<file path="src/rtl/onchip_memory_streamer_pkg.sv">
// Shared types and defaults for the on-chip memory streamer.
// ONCHIP_STREAM_FILL_EN (optional) adds a constant-fill write mode to the top.
package onchip_stream_pkg;

  localparam int ADDR_W_DEF = 14;
  localparam int DATA_W_DEF = 32;
  localparam int DEPTH_DEF  = 9600;
  localparam int RD_LAT     = 1;

  typedef enum logic [1:0] {
    IDLE  = 2'd0,
    RUN   = 2'd1,
    DRAIN = 2'd2
  } state_t;

endpackage

</file>
<file path="src/rtl/onchip_memory_streamer_if.sv">
// Memory-side Avalon-MM bus plus output stream of the streamer.
interface onchip_memory_streamer_if
  import onchip_stream_pkg::*;
#(
  parameter int ADDR_W = ADDR_W_DEF,
  parameter int DATA_W = DATA_W_DEF
) ();
  logic [ADDR_W-1:0]   address;
  logic [DATA_W/8-1:0] byteenable;
  logic                chipselect;
  logic                write;
  logic [DATA_W-1:0]   writedata;
  logic                clken;
  logic [DATA_W-1:0]   readdata;
  logic [DATA_W-1:0]   out_data;
  logic                out_valid;
  logic                out_ready;
  logic                out_last;

  modport master (
    output address, byteenable, chipselect, write, writedata, clken,
    output out_data, out_valid, out_last,
    input  readdata, out_ready
  );

  modport slave (
    input  address, byteenable, chipselect, write, writedata, clken,
    input  out_data, out_valid, out_last,
    output readdata, out_ready
  );
endinterface

</file>
<file path="src/rtl/onchip_memory_streamer_stream_fifo.sv">
// Small synchronous FIFO carrying data plus a last flag; output comes straight
// from the storage registers so it holds steady while the consumer stalls.
module stream_fifo #(
  parameter int DEPTH = 4,
  parameter int W     = 32
) (
  input  logic                   clk,
  input  logic                   reset_n,
  input  logic                   push,
  input  logic [W-1:0]           push_data,
  input  logic                   push_last,
  input  logic                   pop,
  output logic [W-1:0]           out_data,
  output logic                   out_last,
  output logic                   out_valid,
  output logic [$clog2(DEPTH):0] count
);
  localparam int PTR_W = $clog2(DEPTH);
  localparam int CNT_W = PTR_W + 1;

  logic [W:0]       mem [DEPTH];
  logic [PTR_W-1:0] wr_ptr, rd_ptr;
  logic             do_pop;

  assign do_pop    = pop && (count != '0);
  assign out_valid = (count != '0);
  assign out_data  = mem[rd_ptr][W-1:0];
  assign out_last  = out_valid & mem[rd_ptr][W];

  // Pointers wrap naturally because DEPTH is a power of two.
  always_ff @(posedge clk or negedge reset_n) begin
    if (!reset_n) begin
      for (int i = 0; i < DEPTH; i++) mem[i] <= '0;
      wr_ptr <= '0;
      rd_ptr <= '0;
      count  <= '0;
    end else begin
      if (push) begin
        mem[wr_ptr] <= {push_last, push_data};
        wr_ptr      <= wr_ptr + 1'b1;
      end
      if (do_pop) rd_ptr <= rd_ptr + 1'b1;
      count <= count + CNT_W'(push) - CNT_W'(do_pop);
    end
  end
endmodule

</file>
<file path="src/rtl/onchip_memory_streamer.sv">
// Reads a wrap-around range of on-chip memory words onto a ready/valid stream.
// ONCHIP_STREAM_FILL_EN adds fill_mode/fill_data for a constant-fill write pass.
module onchip_memory_streamer
  import onchip_stream_pkg::*;
#(
  parameter int ADDR_W     = ADDR_W_DEF,
  parameter int DATA_W     = DATA_W_DEF,
  parameter int DEPTH      = DEPTH_DEF,
  parameter int FIFO_DEPTH = 4
) (
  input  logic              clk,
  input  logic              reset_n,
  input  logic              start,
  input  logic [ADDR_W-1:0] base_addr,
  input  logic [ADDR_W-1:0] length,
  output logic              busy,
  output logic              done,
`ifdef ONCHIP_STREAM_FILL_EN
  input  logic              fill_mode,
  input  logic [DATA_W-1:0] fill_data,
`endif
  onchip_memory_streamer_if.master bus
);
  localparam int CNT_W = $clog2(FIFO_DEPTH) + 1;

  state_t            state, state_d;
  logic [ADDR_W-1:0] addr_q, remain_q;
  logic              done_q, fill_q;
  logic              rd_issue, wr_issue, room, pop, last_issue, accept;
  logic [RD_LAT-1:0] vld_pipe, last_pipe;
  logic [DATA_W-1:0] fifo_data;
  logic              fifo_last, fifo_valid;
  logic [CNT_W-1:0]  fifo_count;

  assign accept     = (state == IDLE) && start;
  assign last_issue = (remain_q == ADDR_W'(1));
  // Count the read already on the bus so its data always has a slot to land in.
  assign room       = (int'(fifo_count) + int'(|vld_pipe)) < FIFO_DEPTH;
  assign pop        = fifo_valid & bus.out_ready;

  always_comb begin
    state_d  = state;
    rd_issue = 1'b0;
    wr_issue = 1'b0;
    unique case (state)
      IDLE:  if (start && length != '0) state_d = RUN;
      RUN: begin
        wr_issue = fill_q;
        rd_issue = !fill_q && room;
        if ((wr_issue || rd_issue) && last_issue) state_d = DRAIN;
      end
      DRAIN: if (fill_q || (pop && fifo_last)) state_d = IDLE;
      default: state_d = IDLE;
    endcase
  end

  always_ff @(posedge clk or negedge reset_n) begin
    if (!reset_n) begin
      state     <= IDLE;
      addr_q    <= '0;
      remain_q  <= '0;
      done_q    <= 1'b0;
      vld_pipe  <= '0;
      last_pipe <= '0;
    end else begin
      state     <= state_d;
      done_q    <= accept && (length == '0);
      vld_pipe  <= (vld_pipe << 1) | RD_LAT'(rd_issue);
      last_pipe <= (last_pipe << 1) | RD_LAT'(rd_issue && last_issue);
      if (accept) begin
        addr_q   <= base_addr;
        remain_q <= length;
      end else if (rd_issue || wr_issue) begin
        addr_q   <= (addr_q == ADDR_W'(DEPTH - 1)) ? '0 : addr_q + 1'b1;
        remain_q <= remain_q - 1'b1;
      end
    end
  end

`ifdef ONCHIP_STREAM_FILL_EN
  logic [DATA_W-1:0] fill_data_q;

  always_ff @(posedge clk or negedge reset_n) begin
    if (!reset_n) begin
      fill_q      <= 1'b0;
      fill_data_q <= '0;
    end else if (accept) begin
      fill_q      <= fill_mode;
      fill_data_q <= fill_data;
    end
  end

  assign bus.writedata = fill_data_q;
`else
  assign fill_q        = 1'b0;
  assign bus.writedata = '0;
`endif

  stream_fifo #(.DEPTH(FIFO_DEPTH), .W(DATA_W)) u_fifo (
    .clk       (clk),
    .reset_n   (reset_n),
    .push      (vld_pipe[RD_LAT-1]),
    .push_data (bus.readdata),
    .push_last (last_pipe[RD_LAT-1]),
    .pop       (pop),
    .out_data  (fifo_data),
    .out_last  (fifo_last),
    .out_valid (fifo_valid),
    .count     (fifo_count)
  );

  assign bus.chipselect = rd_issue | wr_issue;
  assign bus.write      = wr_issue;
  assign bus.address    = addr_q;
  assign bus.byteenable = {(DATA_W/8){bus.chipselect}};
  assign bus.clken      = reset_n;
  assign bus.out_data   = fifo_data;
  assign bus.out_valid  = fifo_valid;
  assign bus.out_last   = fifo_last;
  assign busy           = (state != IDLE);
  assign done           = done_q | ((state == DRAIN) && (fill_q || (pop && fifo_last)));
endmodule
</file>
<file path="src/flat_wrapper.sv">
// flat-port wrapper written by rule: the top's interface ports become plain ports
module onchip_memory_streamer_flat import onchip_stream_pkg::*;
#(
  parameter int ADDR_W     = ADDR_W_DEF,
  parameter int DATA_W     = DATA_W_DEF,
  parameter int DEPTH      = DEPTH_DEF,
  parameter int FIFO_DEPTH = 4
)
  (clk, reset_n, start, base_addr, length, busy, done, bus_address, bus_byteenable, bus_chipselect, bus_write, bus_writedata, bus_clken, bus_out_data, bus_out_valid, bus_out_last, bus_readdata, bus_out_ready);
  onchip_memory_streamer_if #(.ADDR_W(ADDR_W), .DATA_W(DATA_W)) bus_i ();
  input  logic clk;
  input  logic reset_n;
  input  logic start;
  input  logic [ADDR_W-1:0] base_addr;
  input  logic [ADDR_W-1:0] length;
  output logic busy;
  output logic done;
  output wire logic [$bits(bus_i.address)-1:0] bus_address;
  output wire logic [$bits(bus_i.byteenable)-1:0] bus_byteenable;
  output wire logic [$bits(bus_i.chipselect)-1:0] bus_chipselect;
  output wire logic [$bits(bus_i.write)-1:0] bus_write;
  output wire logic [$bits(bus_i.writedata)-1:0] bus_writedata;
  output wire logic [$bits(bus_i.clken)-1:0] bus_clken;
  output wire logic [$bits(bus_i.out_data)-1:0] bus_out_data;
  output wire logic [$bits(bus_i.out_valid)-1:0] bus_out_valid;
  output wire logic [$bits(bus_i.out_last)-1:0] bus_out_last;
  input wire logic [$bits(bus_i.readdata)-1:0] bus_readdata;
  input wire logic [$bits(bus_i.out_ready)-1:0] bus_out_ready;
  assign bus_address = bus_i.address;
  assign bus_byteenable = bus_i.byteenable;
  assign bus_chipselect = bus_i.chipselect;
  assign bus_write = bus_i.write;
  assign bus_writedata = bus_i.writedata;
  assign bus_clken = bus_i.clken;
  assign bus_out_data = bus_i.out_data;
  assign bus_out_valid = bus_i.out_valid;
  assign bus_out_last = bus_i.out_last;
  assign bus_i.readdata = bus_readdata;
  assign bus_i.out_ready = bus_out_ready;
  onchip_memory_streamer #(.ADDR_W(ADDR_W), .DATA_W(DATA_W), .DEPTH(DEPTH), .FIFO_DEPTH(FIFO_DEPTH)) u_core (.clk(clk), .reset_n(reset_n), .start(start), .base_addr(base_addr), .length(length), .busy(busy), .done(done), .bus(bus_i));
endmodule
</file>
<file path="config.mk">
export PLATFORM = sky130hd
export DESIGN_NAME = onchip_memory_streamer_flat
export DESIGN_NICKNAME = d
export VERILOG_FILES = /design/src/rtl/onchip_memory_streamer_pkg.sv /design/src/rtl/onchip_memory_streamer_if.sv /design/src/rtl/onchip_memory_streamer_stream_fifo.sv /design/src/rtl/onchip_memory_streamer.sv /design/src/flat_wrapper.sv
export SDC_FILE = /design/constraint.sdc
export NUM_CORES = 1
export LEC_CHECK = 0
export ABC_AREA = 1
export BUFFER_PORTS_ARGS = -buffer_cell sky130_fd_sc_hd__buf_2
export CAP_MARGIN = 0
export CORE_UTILIZATION = 60
export DETAILED_ROUTE_END_ITERATION = 16
export PLACE_DENSITY_LB_ADDON = 0.12
export SYNTH_ARGS = -nofsm -noshare
export SYNTH_HDL_FRONTEND = slang
export SYNTH_HIERARCHICAL = 1
export SYNTH_SLANG_ARGS = --single-unit
</file>
<file path="constraint.sdc">
create_clock -name clk -period 4.3 [get_ports clk]
set_clock_uncertainty 0.15 [all_clocks]
set_input_delay 0.86 -clock clk [delete_from_list [all_inputs] [get_ports clk]]
set_output_delay 0.86 -clock clk [all_outputs]
set_load 0.05 [all_outputs]
</file>
# --- Word-level counts from Yosys, hierarchy flattened ---
# Cells that the tools add are included.
op_classes:
  n_addsub: 7
  mul: 0
  div_mod_pow: 0
  order_cmp: 4
  eq_ne: 7
  shifts: 0
  n_mux: 16
  bitwise: 5
  n_reduce_logical: 16
ops:
  columns: ["cell", "count"]
  rows:
  - ["132-bit bitwise mux", 1]
  - ["33-bit two-way mux", 3]
  - ["14-bit two-way mux", 5]
  - ["33-bit binary-select mux with 2-bit select", 1]
  - ["33-bit demux with 2-bit select", 1]
  - ["32-bit by 4-bit < comparator with 1-bit output (second input constant)", 1]
  - ["14-bit by 1-bit adder with 14-bit output (second input constant)", 1]
  - ["14-bit by 1-bit equality test with 1-bit output (second input constant)", 1]
  - ["14-bit equality test (second input constant)", 1]
  - ["14-bit logical NOT", 1]
  - ["14-bit nonzero test", 1]
  - ["14-bit by 1-bit subtractor with 14-bit output (second input constant)", 1]
  - ["1-bit logical AND", 9]
  - ["3-bit >= comparator (second input constant)", 2]
  - ["2-bit two-way mux", 3]
  - ["2-bit inverter with 3-bit output", 2]
  - ["2-bit one-hot mux with 3 select lines", 1]
  - ["2-bit by 1-bit adder with 2-bit output (second input constant)", 2]
  - ["3-bit by 1-bit adder with 4-bit output", 1]
  - ["2-bit by 1-bit inequality test with 1-bit output (second input constant)", 2]
  - ["2-bit nonzero test", 2]
  - ["3-bit by 1-bit adder with 3-bit output", 1]
  - ["3-bit by 1-bit < comparator with 1-bit output (second input constant)", 1]
  - ["3-bit AND reduction", 1]
  - ["9 further kinds", 10]
word_totals:
  register_bits: 172
  latch_bits: 0
  ramBits: 0
  rom_bits: 0
  output_inout_bits: 89
  elab_cells: 68
  memories: 0

# --- Longest topological paths before layout ---
# Gate-level depths: netlist of the first run.
logic_depth:
  word_depth: 8
  ltp_mapped: 14
  depth_no_buf: 14

# --- Cells and area by module ---
# Netlist of the first run, hierarchy kept.
modules_own_cells:
  columns: ["module", "n_inst", "cells_each", "area_each_um2"]
  rows:
  - ["stream_fifo", 1, 729, 6346.1]
  - ["onchip_memory_streamer", 1, 399, 2650.0]

# --- Worst setup path after synthesis of the first run ---
# Ideal clock, no wire load.
synth_timing:
  kind: "register -> output"
  from: "register u_core.u_fifo.count[1]"
  to: "output port done"
  t_arrival_ps: 2681
  slack_ps: 609
  stages_incl_launch_ff: 7
  n_path_buf: 0
  path_cell_list: "dfrtp_1 nor2_1 nand2_1 inv_1 a21oi_1 nand2_1 o21bai_1"
synth_via:
  elab_chain_len: 5
synth_rtl:
  columns: ["item", "line", "text"]
  rows:
  - ["from (decl)", "onchip_memory_streamer_stream_fifo.sv:16", "output logic [$clog2(DEPTH):0] count"]
  - ["from (signal assigned)", "onchip_memory_streamer_stream_fifo.sv:43", "count <= count + CNT_W'(push) - CNT_W'(do_pop);"]
  - ["3-bit nonzero test", "onchip_memory_streamer_stream_fifo.sv:26", "assign out_valid = (count != '0);"]
  - ["net bus_out_valid", "flat_wrapper.sv:25", "output wire logic [$bits(bus_i.out_valid)-1:0] bus_out_valid;"]
  - ["1-bit bitwise AND", "onchip_memory_streamer_stream_fifo.sv:28", "assign out_last = out_valid & mem[rd_ptr][W];"]
  - ["net bus_out_last", "flat_wrapper.sv:26", "output wire logic [$bits(bus_i.out_last)-1:0] bus_out_last;"]
  - ["1-bit logical AND (2 in series)", "onchip_memory_streamer.sv:121", "assign done = done_q | ((state == DRAIN) && (fill_q || (pop && fifo_last)));"]
  - ["1-bit bitwise OR", "onchip_memory_streamer.sv:121", null]
  - ["to (decl)", "flat_wrapper.sv:17", "output logic done;"]
# The timed path passes the listed nets, and every way through them passes these cells.

# --- Worst setup path after layout of the first run ---
layout_timing:
  from: "register u_core.u_fifo.rd_ptr[0]"
  to: "output port done"
layout_via:
  elab_chain_len: 8
layout_rtl:
  columns: ["item", "line", "text"]
  rows:
  - ["from (decl)", "onchip_memory_streamer_stream_fifo.sv:22", "logic [PTR_W-1:0] wr_ptr, rd_ptr;"]
  - ["from (signal assigned)", "onchip_memory_streamer_stream_fifo.sv:42", "if (do_pop) rd_ptr <= rd_ptr + 1'b1;"]
  - ["2-bit inverter with 3-bit output (not written as such)", "onchip_memory_streamer_stream_fifo.sv:28", null]
  - ["33-bit binary-select mux with 2-bit select", "onchip_memory_streamer_stream_fifo.sv:28", null]
  - ["33-bit two-way mux (not written as such) (2 in series)", "onchip_memory_streamer_stream_fifo.sv:28", null]
  - ["1-bit bitwise AND", "onchip_memory_streamer_stream_fifo.sv:28", null]
  - ["1-bit logical AND (2 in series)", "onchip_memory_streamer.sv:121", null]
  - ["1-bit bitwise OR", "onchip_memory_streamer.sv:121", null]
# No other way between the ends. The select of a mux whose other input is x is not followed.

==> results of run 1 <==
## cell families (layout without fill, tap and decap cells)
| kind of cell | count (synthesis) | after routing | share of synthesized area |
|---|---|---|---|
| buffers and inverters | 194 | 255 | 0.130 |
| adders and majority gates | 10 | 10 | 0.0147 |
| xor gates and xnor gates | 5 | 5 | 0.00487 |
| DFF | 172 | 172 | 0.478 |
| AOI/OAI and AO/OA | 271 | 271 | 0.156 |
| and+or+nand+nor | 475 | 475 | 0.216 |
| other | 1 | 33 | 0.000417 |
## layer usage
| layer | part of all wire | vias up | GRT usage |
|---|---|---|---|
| li1 | - | 3712 | - |
| met3 | 0.048 | 13 | 0.0511 |
| met2 | 0.47 | 204 | 0.411 |
| met1 | 0.47 | 3538 | 0.371 |
| met5 | 0 | - | 0 |
| met4 | 0.010 | 0 | 0.0744 |
## worst paths after layout
path / from / cells past startpoint / endpoint / slack, ns
min in group asynchronous: reset_n / 2 / u_core/u_fifo/mem[109] / 0.47
max: u_core/u_fifo/rd_ptr[0] / 7 / done / 0.74
max reg2reg: u_core/u_fifo/count[1] / 12 / u_core/u_fifo/count[1] / 1.92
max in group asynchronous: reset_n / 2 / u_core/u_fifo/rd_ptr[0] / 2.87
min reg2reg: u_core/u_fifo/mem[110] / 2 / u_core/u_fifo/mem[110] / 0.33
min: u_core/u_fifo/mem[110] / 2 / u_core/u_fifo/mem[110] / 0.33
## metrics by stage
step                instances   util  hold WS (ns)
finish                   1405  0.674         0.334
floorplan                1160      -         0.298
detailed placement       1373  0.633         0.323
global route             1405  0.674         0.349
CTS                      1405  0.674         0.339
global placement         1373  0.633         0.316
## power by group
part	switching, mW	internal [mW]
registers	0.533	2.38
logic	3.30	1.20
clock network	0.617	0.934
## worst min-delay path, stage by stage, from the launching register on
cell and delay (ns):
dfrtp_1 0.34, nand2_1 0.05, o21ai_0 0.06
## registers in the layout, indices dropped and copies added, names as in the netlist
register              cells
u_core/bus.address       14
u_core/done_q             1
u_core/last_pipe          1
u_core/remain_q          14
u_core/state              2
u_core/u_fifo/count       3
u_core/u_fifo/mem       132
u_core/u_fifo/rd_ptr      2
u_core/u_fifo/wr_ptr      2
u_core/vld_pipe           1
## layout make-up
cell class	instances	share of cell area
Multi-Input combinational cell	794	0.371
Clock buffer	23	0.0506
Sequential cell	172	0.438
Tap cell	184	0.0234
Clock inverter	9	0.0111
Timing Repair Buffer	127	0.0698
Inverter	96	0.0369
## placed cells by master, fill, tap and decap left out, drive strengths merged
cell type / instances
nand4: 15
a21oi: 10
or2: 1
clkinv: 2
nand3: 35
o21bai: 4
o21ai: 251
inv: 97
ha: 9
clkinvlp: 4
clkbuf: 23
o211ai: 6
xnor2: 2
nand3b: 3
dfrtp: 172
nor3: 6
buf: 127
bufinv: 2
conb: 33
nor2: 148
nand2: 267
fa: 1
xor2: 3
==> flow_summary.toml, run 1 <==
[finish]
regArea_um2 = 4310
final_layout_size_suffix_gt1_frac = 0.151
multiInputGateArea_um2 = 3640
fin_nets = 1282
n_antenna_cell = 0
areaGrowthSynthToFinish_pct = 9.35
n_fill_cell = 1300
final_cell_area_um2 = 9840

[synthesis]
synth_cells = 1128
synth_enable_flop_cells = 0
synthArstFlopShare = 1.00
ys.flop_type = "dfrtp_1"
synthTopCellsByArea = "dfrtp_1, nand2_1, o21ai_1"
yosysWarnings = 6
netlist_area_um2 = 9000
avgSynthCellArea_um2 = 7.98
ys_ff_latch = 172
synth_top_area_share = 0.478
synth_common_cells = "nand2_1, dfrtp_1, nor2_1, o21ai_1, o21ai_0"
yosys.area.top_type = "dfrtp_1"
yosysUniqueCellTypes = 33
yosysSeqAreaShare = 0.478
synthMostInstantiatedCell = "nand2_1"

[critical_path]
cp_max_fo = 41
cp_cell_sequence = "inv_2 > nand2_1 > nand3_1 > a21oi_1 > nand2_1 > o21bai_1 > buf_2"
crit_arrival_ns = 2.55
cp.required_ns = 3.29
cp-start-kind = "register"
crit_top_cell = "nand2_1"
crit_type = "reg -> out"
critPathTopFamily = "buffers and inverters"
crit_buf_inv = 2
slowest_stage = "dfrtp_2"
critPathMaxStageDelay_ns = 0.68
endpoint_kind = "primary output"

[global_route]
grt_pass1_vias = 6866
antenna_found_initial = 0
grt_first_pass_wirelength_um = 33200
grt_start_max_net_pins = 173
grt_overflow_total = 0
track_usage = 0.262

[die]
die_w_um = 124
initial_core_util = 0.617
die_y_um = 124
rows = 44
io_pins = 153
coreArea_um2 = 14600
die-area_um2 = 15500

[sta]
worstMarginPinSlew_ns = 0.891
period_needed_ns = 3.56
relSlewSlack = 0.406
slew_viol_final = 0
finalSetupTns_ns = 0
period_share = 0.828
finalHoldViolCount = 0
setup_ws_ns = 0.738
setup_viol = 0
rsz0062_at_grt = "no"
max_freq_mhz = 281

[clock_tree]
path_clk_slew_ns = 0.06
h-tree-depth = 4
numCtsBuffers = 17
cts_tree = "built"
clock-root-buffer = "clkbuf_16"
postCtsHoldBufs = 0
cts-resized-gates = 0
cts_setup_buffers = 0
cts_sinks = 172
cts_buffer_depth = 2
clk_latency_ns = 0.41

[drt]
ant_nets = 0
routed_wl_um = 19300
dr_total_vias = 7467
first_pass_iters = 5
drc = 0
vias_per_cell = 5.31
drtIter0Drc = 572
wl_per_cell_um = 13.8

[place]
gp_congestion = 0.869
io_buffers = 119
hpwlAfterDp_um = 12000
placed_area_um2 = 9230
pre_cts_ws_ns = 1.17

[flow_run]
maxCapViolations = 0

[power]
vdd_drop_max_uv = 628
finalPower_mw = 8.96
p_leak_nw = 4.98
power.density_nw_per_um2 = 911

[hold_path]
hold_path.class = "reg -> reg"

[run_status]
outcome = "finished, final reports clean"
Power figures use the tool's default switching activity.
==> inputs of run 2 (changes only) <==
--- a/config.mk
+++ b/config.mk
@@ -5,10 +5,10 @@
 export SDC_FILE = /design/constraint.sdc
 export NUM_CORES = 1
 export LEC_CHECK = 0
-export ABC_AREA = 1
+export ABC_AREA = 0
 export BUFFER_PORTS_ARGS = -buffer_cell sky130_fd_sc_hd__buf_2
 export CAP_MARGIN = 0
-export CORE_UTILIZATION = 60
+export CORE_UTILIZATION = 56
 export DETAILED_ROUTE_END_ITERATION = 16
 export PLACE_DENSITY_LB_ADDON = 0.12
 export SYNTH_ARGS = -nofsm -noshare
==> constraint.sdc (replaced) <==
create_clock -name clk -period 3.5 [get_ports clk]
set_clock_uncertainty 0.15 [all_clocks]
set_input_delay 0.7 -clock clk [delete_from_list [all_inputs] [get_ports clk]]
set_output_delay 0.7 -clock clk [all_outputs]
set_load 0.05 [all_outputs]
==> run 2 against run 1 <==
Combinational power up 17%. Critical path type unchanged. Sequential power rose by 23%. Via count fell by 30%. Critical path depth fell by 3. Final cell count is 35% lower. First-iteration DRC count fell by 48%. Non-clock buffer count down 3. Clock power is 33% higher. Die area down 1.0%.
==> flow_summary.toml, run 2 <==
[global_route]
grt_first_pass_wirelength_um = 25700
grt_overflow_total = 0
grt_start_max_net_pins = 173
antenna_found_initial = 0
grt_pass1_vias = 5348
track_usage = 0.222

[synthesis]
synth_enable_flop_cells = 0
synthTopCellsByArea = "dfrtp_1, mux2_2, mux4_2"
yosys.area.top_type = "dfrtp_1"
ys_ff_latch = 172
synth_common_cells = "dfrtp_1, mux2_2, buf_4, nand2_1, mux4_2"
netlist_area_um2 = 8310
yosysWarnings = 6
avgSynthCellArea_um2 = 13.6
synth_top_area_share = 0.518
yosysSeqAreaShare = 0.518
synth_cells = 609
synthArstFlopShare = 1.00
yosysUniqueCellTypes = 55
ys.flop_type = "dfrtp_1"
synthMostInstantiatedCell = "dfrtp_1"

[sta]
period_needed_ns = 3.25
finalHoldViolCount = 0
worstMarginPinSlew_ns = 0.976
slew_viol_final = 0
rsz0062_at_grt = "no"
relSlewSlack = 0.347
period_share = 0.929
finalSetupTns_ns = 0
setup_viol = 0
max_freq_mhz = 308

[clock_tree]
path_clk_slew_ns = 0.06
cts_buffer_depth = 2
numCtsBuffers = 17
cts_sinks = 172
cts_tree = "built"
h-tree-depth = 4
clk_latency_ns = 0.42
postCtsHoldBufs = 0
clock-root-buffer = "clkbuf_16"

[critical_path]
endpoint_kind = "primary output"
endpoint = "bus_byteenable[0]"
rrSetupSlack_ns = 0.74
r2r_end = "u_core/u_fifo/count[2]"
cp.required_ns = 2.65
crit_arrival_ns = 2.40
startpoint = "u_core/vld_pipe"
crit_type = "reg -> out"
r2r_start = "u_core/u_fifo/count[1]"
cp-start-kind = "register"
rr_worst_depth = 10
cp_max_fo = 15

[die]
die-area_um2 = 15300
io_pins = 153
die_y_um = 124
die_w_um = 124
coreArea_um2 = 14500
rows = 44
initial_core_util = 0.574

[drt]
ant_nets = 0
drtIter0Drc = 298
first_pass_iters = 4
dr_total_vias = 5200
routed_wl_um = 16300
wl_per_cell_um = 17.8
drc = 0
vias_per_cell = 5.68

[finish]
regArea_um2 = 4310
final_util = 0.654
fin_cells = 915
layout_commonest_cell = "dfrtp_1"
n_fill_cell = 1069
n_antenna_cell = 0
areaGrowthSynthToFinish_pct = 14.0
final_cell_mix = "dfrtp_1, mux2_2, buf_2"
largest_register_ffs = 132
multiInputGateArea_um2 = 3580
fin_nets = 792
final_layout_size_suffix_gt1_frac = 0.453
regMostFlops = "u_core/u_fifo/mem"

[place]
io_buffers = 119
dp.cells = 883
hpwlAfterDp_um = 10300
gp_congestion = 0.900

[power]
power.density_nw_per_um2 = 1150
p_leak_nw = 4.17
vdd_drop_max_uv = 742
finalPower_mw = 10.9

[flow_run]
maxCapViolations = 0

[hold_path]
hold_path.class = "in -> async"

[run_status]
outcome = "finished, final reports clean"
[run 2: cell types whose count changed in the layout (fill, tap and decap cells not counted), sizes merged, moves of 6 or more]
| cell | delta |
|---|---|
| a21oi | -7 |
| a31oi | +8 |
| inv | -83 |
| mux2 | +132 |
| mux4 | +33 |
| nand2 | -232 |
| nand3 | -24 |
| nand4 | -10 |
| nor2 | -123 |
| nor4 | +6 |
| o21ai | -232 |
| or3 | +6 |
| xnor2 | +7 |
[run 2: worst min path at each step]
| stage | startpoint | endpoint | cells after the start |
|---|---|---|---|
| 2_1_floorplan | reset_n | u_core/bus.address[0] | 0 |
| 3_3_place_gp | u_core/u_fifo/mem[2] | u_core/u_fifo/mem[2] | 1 |
| 3_5_place_dp | u_core/u_fifo/mem[102] | u_core/u_fifo/mem[102] | 1 |
| 4_1_cts | base_addr[9] | u_core/bus.address[9] | 3 |
| 5_1_grt | length[0] | u_core/remain_q[0] | 3 |
| 6_report | reset_n | u_core/u_fifo/mem[70] | 2 |
[run 2: cells by family after synthesis]
kind of cell / after synthesis / synth area share
and+or+nand+nor: 116 / 0.0742
muxes: 165 / 0.270
buffers and inverters: 80 / 0.0661
adders and majority gates: 10 / 0.0160
DFF: 172 / 0.518
AOI/OAI and AO/OA: 48 / 0.0372
xor gates and xnor gates: 17 / 0.0179
other: 1 / 0.000451
[run 2: through the flow]
step	worst slack, ns	area, µm²	hold WS (ns)
4_1_cts	0.135	9470	0.321
6_report	0.249	9470	0.250
3_3_place_gp	0.670	8820	0.329
2_1_floorplan	0.669	8430	0.254
3_5_place_dp	0.614	8820	0.337
5_1_grt	0.0771	9470	0.350
[run 2: layer usage]
layer	up-vias	wire [µm]	track usage
li1	2384	-	-
met4	0	323	0.0934
met2	145	8300	0.376
met1	2647	6810	0.275
met3	24	821	0.0499
met5	-	0	0
[run 2: power by group]
part,leakage [nW],switching (mW),internal [mW]
clock,0.319,0.754,1.31
combinational,1.84,3.21,2.05
sequential,2.01,0.626,2.95
[run 2: critical path: stages, from the launching register on]
cell	delay, ns
dfrtp_1	0.56
nand3_1	0.20
nand2_1	0.45
clkinvlp_4	0.44
buf_2	0.32
[run 2: cell type report]
cell class | instances | area share
Clock inverter | 10 | 0.0197
Timing Repair Buffer | 124 | 0.0688
Multi-Input combinational cell | 389 | 0.378
Clock buffer | 22 | 0.0490
Inverter | 14 | 0.00594
Tap cell | 184 | 0.0243
Sequential cell | 172 | 0.455
[run 2: repair_timing]
item | in CTS | in global routing
endpoints found under the setup margin | 0 | 5
resized for setup | 0 | 1
setup buffers | 0 | 0
